`src/rtl/seqdet_pkg.sv`:
```
// Shared defaults for the parametrised serial sequence detector.
package seqdet_pkg;
  localparam int          SEQDET_PAT_W_DEF   = 4;
  localparam logic [31:0] SEQDET_PATTERN_DEF = 32'b1001;
  localparam int          SEQDET_CNT_W_DEF   = 8;
endpackage

```
`src/rtl/seq_detector_param_if.sv`:
```
// Serial stream + result bus of the sequence detector.
// master: stream source / result consumer; slave: the detector.
interface seq_detector_param_if import seqdet_pkg::*; #(
  parameter int CNT_W = SEQDET_CNT_W_DEF
) ();
  logic             x;
  logic             valid;
  logic             overlap;
  logic             cnt_clr;
  logic             y;
  logic [CNT_W-1:0] match_cnt;

  modport master (output x, valid, overlap, cnt_clr, input y, match_cnt);
  modport slave  (input x, valid, overlap, cnt_clr, output y, match_cnt);
endinterface

```
`src/rtl/seqdet_window.sv`:
```
// History shift register, fill counter and pattern compare.
// hit is combinational and already qualified by the accept strobe.
module seqdet_window import seqdet_pkg::*; #(
  parameter int               PAT_W   = SEQDET_PAT_W_DEF,
  parameter logic [PAT_W-1:0] PATTERN = PAT_W'(SEQDET_PATTERN_DEF)
) (
  input  logic clk,
  input  logic rst_n,
  input  logic acc,
  input  logic x,
  input  logic overlap,
  output logic hit
);
  // fill spans 0..PAT_W-1, which always fits in clog2(PAT_W) bits
  localparam int FW = $clog2(PAT_W);
  localparam logic [FW-1:0] FULL = FW'(PAT_W - 1);

  logic [PAT_W-2:0] win;
  logic [FW-1:0]    fill;
  logic [PAT_W-1:0] cand;

  assign cand = {win, x};
  assign hit  = acc && (fill == FULL) && (cand == PATTERN);

  // Shift accepted bits in; a non-overlapping hit forces PAT_W fresh bits
  always_ff @(posedge clk) begin
    if (!rst_n) begin
      win  <= '0;
      fill <= '0;
    end else if (acc) begin
      win <= cand[PAT_W-2:0];
      if (hit && !overlap)
        fill <= '0;
      else if (fill != FULL)
        fill <= fill + 1'b1;
    end
  end
endmodule

```
`src/rtl/seq_detector_param.sv`:
```
// Parametrised serial sequence detector: registered one-cycle match pulse
// plus an optional saturating match counter.
// Counter built only when SEQDET_MATCH_CNT_EN is defined; otherwise
// match_cnt is tied to 0 and cnt_clr is ignored (same port list).
module seq_detector_param import seqdet_pkg::*; #(
  parameter int               PAT_W   = SEQDET_PAT_W_DEF,
  parameter logic [PAT_W-1:0] PATTERN = PAT_W'(SEQDET_PATTERN_DEF),
  parameter int               CNT_W   = SEQDET_CNT_W_DEF
) (
  input logic                 clk,
  input logic                 rst_n,
  seq_detector_param_if.slave bus
);
  logic hit;

  seqdet_window #(.PAT_W(PAT_W), .PATTERN(PATTERN)) u_win (
    .clk     (clk),
    .rst_n   (rst_n),
    .acc     (bus.valid),
    .x       (bus.x),
    .overlap (bus.overlap),
    .hit     (hit)
  );

  // Match pulse: one cycle after the accepting edge, low on idle cycles
  always_ff @(posedge clk) begin
    if (!rst_n) bus.y <= 1'b0;
    else        bus.y <= hit;
  end

`ifdef SEQDET_MATCH_CNT_EN
  logic [CNT_W-1:0] cnt;

  // Clear wins over increment, but a hit on the clear cycle still counts
  always_ff @(posedge clk) begin
    if (!rst_n)                    cnt <= '0;
    else if (bus.cnt_clr && hit)   cnt <= CNT_W'(1);
    else if (bus.cnt_clr)          cnt <= '0;
    else if (hit && (cnt != '1))   cnt <= cnt + 1'b1;
  end

  assign bus.match_cnt = cnt;
`else
  logic unused_cnt_clr;
  assign unused_cnt_clr = bus.cnt_clr;
  assign bus.match_cnt  = '0;
`endif
endmodule
```
`src/flat_wrapper.sv`:
```
// flat-port wrapper written by rule: the top's interface ports become plain ports
module seq_detector_param_flat import seqdet_pkg::*;
#(
  parameter int               PAT_W   = SEQDET_PAT_W_DEF,
  parameter logic [PAT_W-1:0] PATTERN = PAT_W'(SEQDET_PATTERN_DEF),
  parameter int               CNT_W   = SEQDET_CNT_W_DEF
)
  (clk, rst_n, bus_x, bus_valid, bus_overlap, bus_cnt_clr, bus_y, bus_match_cnt);
  seq_detector_param_if #(.CNT_W(CNT_W)) bus_i ();
  input logic clk;
  input logic rst_n;
  input wire logic [$bits(bus_i.x)-1:0] bus_x;
  input wire logic [$bits(bus_i.valid)-1:0] bus_valid;
  input wire logic [$bits(bus_i.overlap)-1:0] bus_overlap;
  input wire logic [$bits(bus_i.cnt_clr)-1:0] bus_cnt_clr;
  output wire logic [$bits(bus_i.y)-1:0] bus_y;
  output wire logic [$bits(bus_i.match_cnt)-1:0] bus_match_cnt;
  assign bus_i.x = bus_x;
  assign bus_i.valid = bus_valid;
  assign bus_i.overlap = bus_overlap;
  assign bus_i.cnt_clr = bus_cnt_clr;
  assign bus_y = bus_i.y;
  assign bus_match_cnt = bus_i.match_cnt;
  seq_detector_param #(.PAT_W(PAT_W), .PATTERN(PATTERN), .CNT_W(CNT_W)) u_core (.clk(clk), .rst_n(rst_n), .bus(bus_i));
endmodule
```
`config.mk`:
```
export PLATFORM = sky130hd
export DESIGN_NAME = seq_detector_param_flat
export DESIGN_NICKNAME = d
export VERILOG_FILES = /design/src/rtl/seqdet_pkg.sv /design/src/rtl/seq_detector_param_if.sv /design/src/rtl/seqdet_window.sv /design/src/rtl/seq_detector_param.sv /design/src/flat_wrapper.sv
export SDC_FILE = /design/constraint.sdc
export NUM_CORES = 1
export LEC_CHECK = 0
export CELL_PAD_IN_SITES_DETAIL_PLACEMENT = 1
export CELL_PAD_IN_SITES_GLOBAL_PLACEMENT = 1
export CORE_AREA = 4 4 41 43
export CTS_CLUSTER_SIZE = 25
export DETAILED_ROUTE_END_ITERATION = 10
export DIE_AREA = 0 0 45 47
export PLACE_DENSITY = 0.63
export SLEW_MARGIN = 20
export SYNTH_ARGS = -nofsm -noshare
export SYNTH_HDL_FRONTEND = slang
export SYNTH_SLANG_ARGS = --single-unit
```
`constraint.sdc`:
```
create_clock -name clk -period 1.4 [get_ports clk]
set_input_delay 0.21 -clock clk [delete_from_list [all_inputs] [get_ports clk]]
set_output_delay 0.21 -clock clk [all_outputs]
set_load 0.02 [all_outputs]
```
# Yosys cells after proc, flatten, opt, wreduce, memory -nomap -nowiden
# Cells that the tools add are included.
[totals]
regBits = 6
latch_bits = 0
ram_bits = 0
romBits = 0
in_bits = 6
out_inout_bits = 9
word_cells = 15
memories = 0
[op_classes]
n_addsub = 1
n_mul = 0
div = 0
magnitude_cmp = 0
n_eq_ne = 3
n_shift = 0
mux = 2
bitwise_logic = 0
reduce_logical = 6
[op_table]
columns = ["operator", "n"]
rows = [
  ["4-bit equality test, second input constant", 1],
  ["2-bit 2-to-1 mux", 2],
  ["1-bit logical AND", 3],
  ["2-bit by 1-bit adder with 2-bit output, second input constant", 1],
  ["2-bit equality test, second input constant", 1],
  ["2-bit != test, second input constant", 1],
  ["2-bit AND reduction", 1],
  ["2-bit nonzero test", 1],
  ["1-bit logical NOT", 1],
]

# Logic depth before layout (Yosys ltp)
[depth]
depth_word = 6
depth_mapped = 4
mapped_depth_nobuf = 4

# Hierarchy
# Synthesis repeated with hierarchy kept, for this count alone.
[unflattened]
hier_cells = 33
hier_area_um2 = 324.1
[by_module_without_submodules]
columns = ["mod", "n_inst", "cells_each", "area_per_inst_um2", "seq_area_each_um2"]
rows = [
  ["seqdet_window", 1, 22, 234.0, 100.1],
  ["seq_detector_param", 1, 11, 90.1, 20.0],
]

# Worst setup path before layout
# OpenSTA, ideal clock, no wires.
[synth_timing]
path_kind = "register -> register"
from = "reg u_core.u_win.win[0]"
to = "reg u_core.u_win.fill[1]"
setup_ps = 72
arrival_ps = 934
t_required_ps = 1328
setup_slack_ps = 394
path_stages_with_launch = 4
period_less_slack_ps = 1006
cell_sequence = "dfxtp_1 > and4bb_1 > a31oi_1 > mux2i_1"
[synth_between]
elab_chain_cells = 5
word_cells_on_any_way = 6
[synth_rtl]
columns = ["element", "line", "source"]
rows = [
  ["start, declared", "seqdet_window.sv:18", "logic [PAT_W-2:0] win;"],
  ["start signal, assigned", "seqdet_window.sv:31", "win <= cand[PAT_W-2:0];"],
  ["4-bit equality test (*)", "seqdet_window.sv:23", "assign hit = acc && (fill == FULL) && (cand == PATTERN);"],
  ["1-bit logical AND (*)", "seqdet_window.sv:23", ""],
  ["1-bit logical AND (*)", "seqdet_window.sv:32", "if (hit && !overlap)"],
  ["2-bit nonzero test (no line)", "n/a", ""],
  ["2-bit AND reduction (no line)", "n/a", ""],
  ["end signal, assigned", "seqdet_window.sv:35", "fill <= fill + 1'b1;"],
  ["end, declared", "seqdet_window.sv:19", "logic [FW-1:0] fill;"],
]
# Mark *: on every way between the ends. The rest lies on a longest branch, timed or not.
# A chain may end at the register's enable or synchronous reset.

# Worst setup path after layout
[layout_timing]
from = "reg u_core.bus.y"
to = "out bus_y"
[layout_lines]
columns = ["element", "line", "source"]
rows = [
  ["start, declared", "seq_detector_param_if.sv:14", "modport slave (input x, valid, overlap, cnt_clr, output y, match_cnt);"],
  ["start signal, assigned", "seq_detector_param.sv:28", "else bus.y <= hit;"],
  ["end, declared", "flat_wrapper.sv:16", "output wire logic [$bits(bus_i.y)-1:0] bus_y;"],
]
# No word-level cell between the ends.

==> results.txt <==
The clock period minus final worst setup slack is ~1400 ps. The last weighted congestion value of the routability-driven placer came out at 0.716. 0 antenna diodes ended up in the layout. The total wire length is around 610 µm. Post-CTS timing repair inserted 0 buffers for setup. The number of sinks driven by the clock tree came out at 6. The power density relative to cell area came out at between 1000 and 1500 nW/µm². The final worst-path setup slack is 43.0 ps. The depth of the CTS H-tree is 1.

The floorplan die area came out at ~2100 µm². The arrival time of the worst setup path is 1150 ps. Among cell families on the critical path, the largest total delay comes from buffers and inverters.

The fmax came out at 737 MHz. The synthesized design contains 6 register bits. The synthesized netlist contains 14 unique library cells. The number of port buffers came out at 5. Once placement completed, the tool counted placed cells totaling 52. The length of the first detailed-routing pass in iterations came out at 2. Traced cell by cell, the critical path runs through clkdlybuf4s50_1. Max-cap violations in this run came to 0. The final route contains 216 vias. The run finished with clean final reports. The delay of the slowest cell on the worst path is 590 ps. In the routed design, unresolved DRC markers number 0.

The max-slew violation total from the final report is 0. The antenna violation net count after detailed routing came out at 0. STA classifies the critical path endpoint as a primary output. The number of instances on the worst hold path is 2. The initial antenna violation count came to 0.

The path depth of the worst reg2reg path came out at 3. For this run, the number of standard cells in the final layout without fillers is 55. The worst setup path is of the reg -> out kind. The mean routed wirelength per cell came out at 11.2 µm. The average footprint of a synthesized cell is around 10 µm². The root buffer cell chosen for the clock tree is sky130_fd_sc_hd__clkbuf_4. After clock tree synthesis, the clock-pin slew on the worst setup and hold paths is 50 ps. The site row count is 13. Post-CTS repair changed the size of 0 cells.

For this design the top-level I/O count stands at 15. STA classifies the critical path startpoint as a register. The maximum root-to-sink buffer count came out at 2.

The die outline width came out at 45 µm. The vertical extent of the die came out at between 40 and 50 µm. The critical path required time came out at between 1000 and 1500 ps. The total of hold buffers inserted after clock tree synthesis came out at 0. The count of warnings emitted by yosys is 0. After floorplanning, the core was sized to cover 1300 µm². The largest fanout on the critical path came out at 1. Counting the buffers created by CTS gives 3.

The net count of the finished layout is 49. The post-synth design cell area came out at 320 µm². Clock latency on the worst-skew pair, taken at its later pin, is 250 ps. Setup repair after global routing left no endpoint under its margin. The vias per cell is just under 4. The total grt overflow came out at 0. The synthesized instance count is 32. The largest clock skew in the final design is 5.04 ps. The path type of the worst min-delay path is reg -> reg. Setup violations remaining at the end of the flow were counted as 0. The number of hold-slack violations in the final timing report is 0. The largest individual stage delay along the critical path comes from the cell sky130_fd_sc_hd__clkdlybuf4s50_1.

The maximum vdd drop is 0.000238 V. The sequential fraction of the synthesis area came out at 37.5%. After the first detailed-routing iteration, the DRC count stood at 1. The analysis attributes to cell leakage a power of around 0.18 nW. The share of the clock period used by the worst path after layout came out at 96.9%. The maximum number of pins on one net before global-route repair is 9.

The via count of the first global-routing pass came out at 231. Once the floorplan was initialized, standard cells occupied 24.6% of the core. The filler cell count in the final layout came out at 163. TritonCTS built the clock tree. Cells with a size suffix above 1 make up 12.5% of the layout. The total global routing track utilization came out at around 6.9%. The aggregate negative setup slack came out at 0 ps. The pre-CTS setup slack came out at -27.1 ps.

The first-pass GRT wire length came out at 903 µm. The instance count on the critical path is 1. The end-of-flow core utilization is 29.6%. The relative area change from synthesis to final layout is 20.3%. The number of buffer and inverter instances along the worst setup path came out at 1.
[state kept, by name, summed over array words and instances, names as in the netlist]
register	cells
u_core.u_win.fill	2
u_core.bus.y	1
u_core.u_win.win	3
[layout make-up]
| class | instances | area, µm² | share of cell area, % |
|---|---|---|---|
| Clock buffer | 3 | 22.5 | 5.84 |
| Inverter | 1 | 3.75 | 0.974 |
| Multi-Input combinational cell | 24 | 163 | 42.2 |
| Sequential cell | 6 | 120 | 31.2 |
| Tap cell | 15 | 18.8 | 4.87 |
| Timing Repair Buffer | 6 | 57.6 | 14.9 |
[cells by family (layout without fill, tap and decap cells)]
kind of cell	after synthesis	in the layout	synth area share (%)
and+or+nand+nor	9	9	20.3
DFF	6	6	37.5
other	1	8	1.17
adders and majority gates	1	1	3.91
buffers and inverters	9	10	19.9
muxes	4	4	12.5
AOI/OAI and AO/OA	2	2	4.69
[metal layers]
layer / part of all wire, % / GRT usage, % / up-vias
met5: 0 / 0 / -
met4: 2.6 / 10.5 / 0
met3: 13 / 3.07 / 2
met2: 52 / 12.4 / 11
met1: 32 / 3.88 / 94
li1: - / - / 109
[synth_stat cells, drive strengths merged]
master  count  area (µm²)
buf         8        60.1
dfxtp       6         120
mux2i       4        40.0
nor2b       4        27.5
nand2       2        7.51
a31o        1        8.76
a31oi       1        6.26
and3b       1        8.76
and4        1        8.76
and4bb      1        12.5
conb        1        3.75
ha          1        12.5
inv         1        3.75
[layout by cell type, fill, tap and decap left out]
master and instances:
sky130_fd_sc_hd__and4bb_1 1, sky130_fd_sc_hd__dfxtp_1 6, sky130_fd_sc_hd__clkbuf_4 3, sky130_fd_sc_hd__buf_4 1, sky130_fd_sc_hd__and3b_1 1, sky130_fd_sc_hd__conb_1 8, sky130_fd_sc_hd__mux2i_1 4, sky130_fd_sc_hd__inv_1 1
sky130_fd_sc_hd__a31o_1 1, sky130_fd_sc_hd__a31oi_1 1, sky130_fd_sc_hd__nor2b_1 3, sky130_fd_sc_hd__ha_1 1, sky130_fd_sc_hd__nor2b_2 1, sky130_fd_sc_hd__nand2_1 2, sky130_fd_sc_hd__and4_1 1, sky130_fd_sc_hd__clkdlybuf4s50_1 5
[tightest hold or removal path: stages (launching register included)]
cell                      delay (ps)
sky130_fd_sc_hd__dfxtp_1         310
sky130_fd_sc_hd__nand2_1          50
sky130_fd_sc_hd__mux2i_1          60
[per-stage QoR]
step | cell area (µm²) | total power (W) | hold slack, ps
floorplan | 347 | 0.000244 | 338
global placement | 363 | 0.000247 | 449
detailed placement | 363 | 0.000251 | 465
CTS | 385 | 0.000421 | 476
global route | 385 | 0.000437 | 501
finish | 385 | 0.000412 | 473
[power by group]
part / switching, W / internal (W)
Sequential: 0.00000557 / 0.000180
Combinational: 0.0000357 / 0.0000266
Clock: 0.0000665 / 0.0000973
[final timing paths]
path	from	to	slack, ps
worst max register to register	u_core.u_win.win[0]	u_core.u_win.fill[1]	270
worst min-delay path	u_core.u_win.fill[1]	u_core.u_win.fill[1]	470
worst min register to register	u_core.u_win.fill[1]	u_core.u_win.fill[1]	470
worst max-delay path	u_core.bus.y	bus_y	40
(Power assumes the default switching activity.)
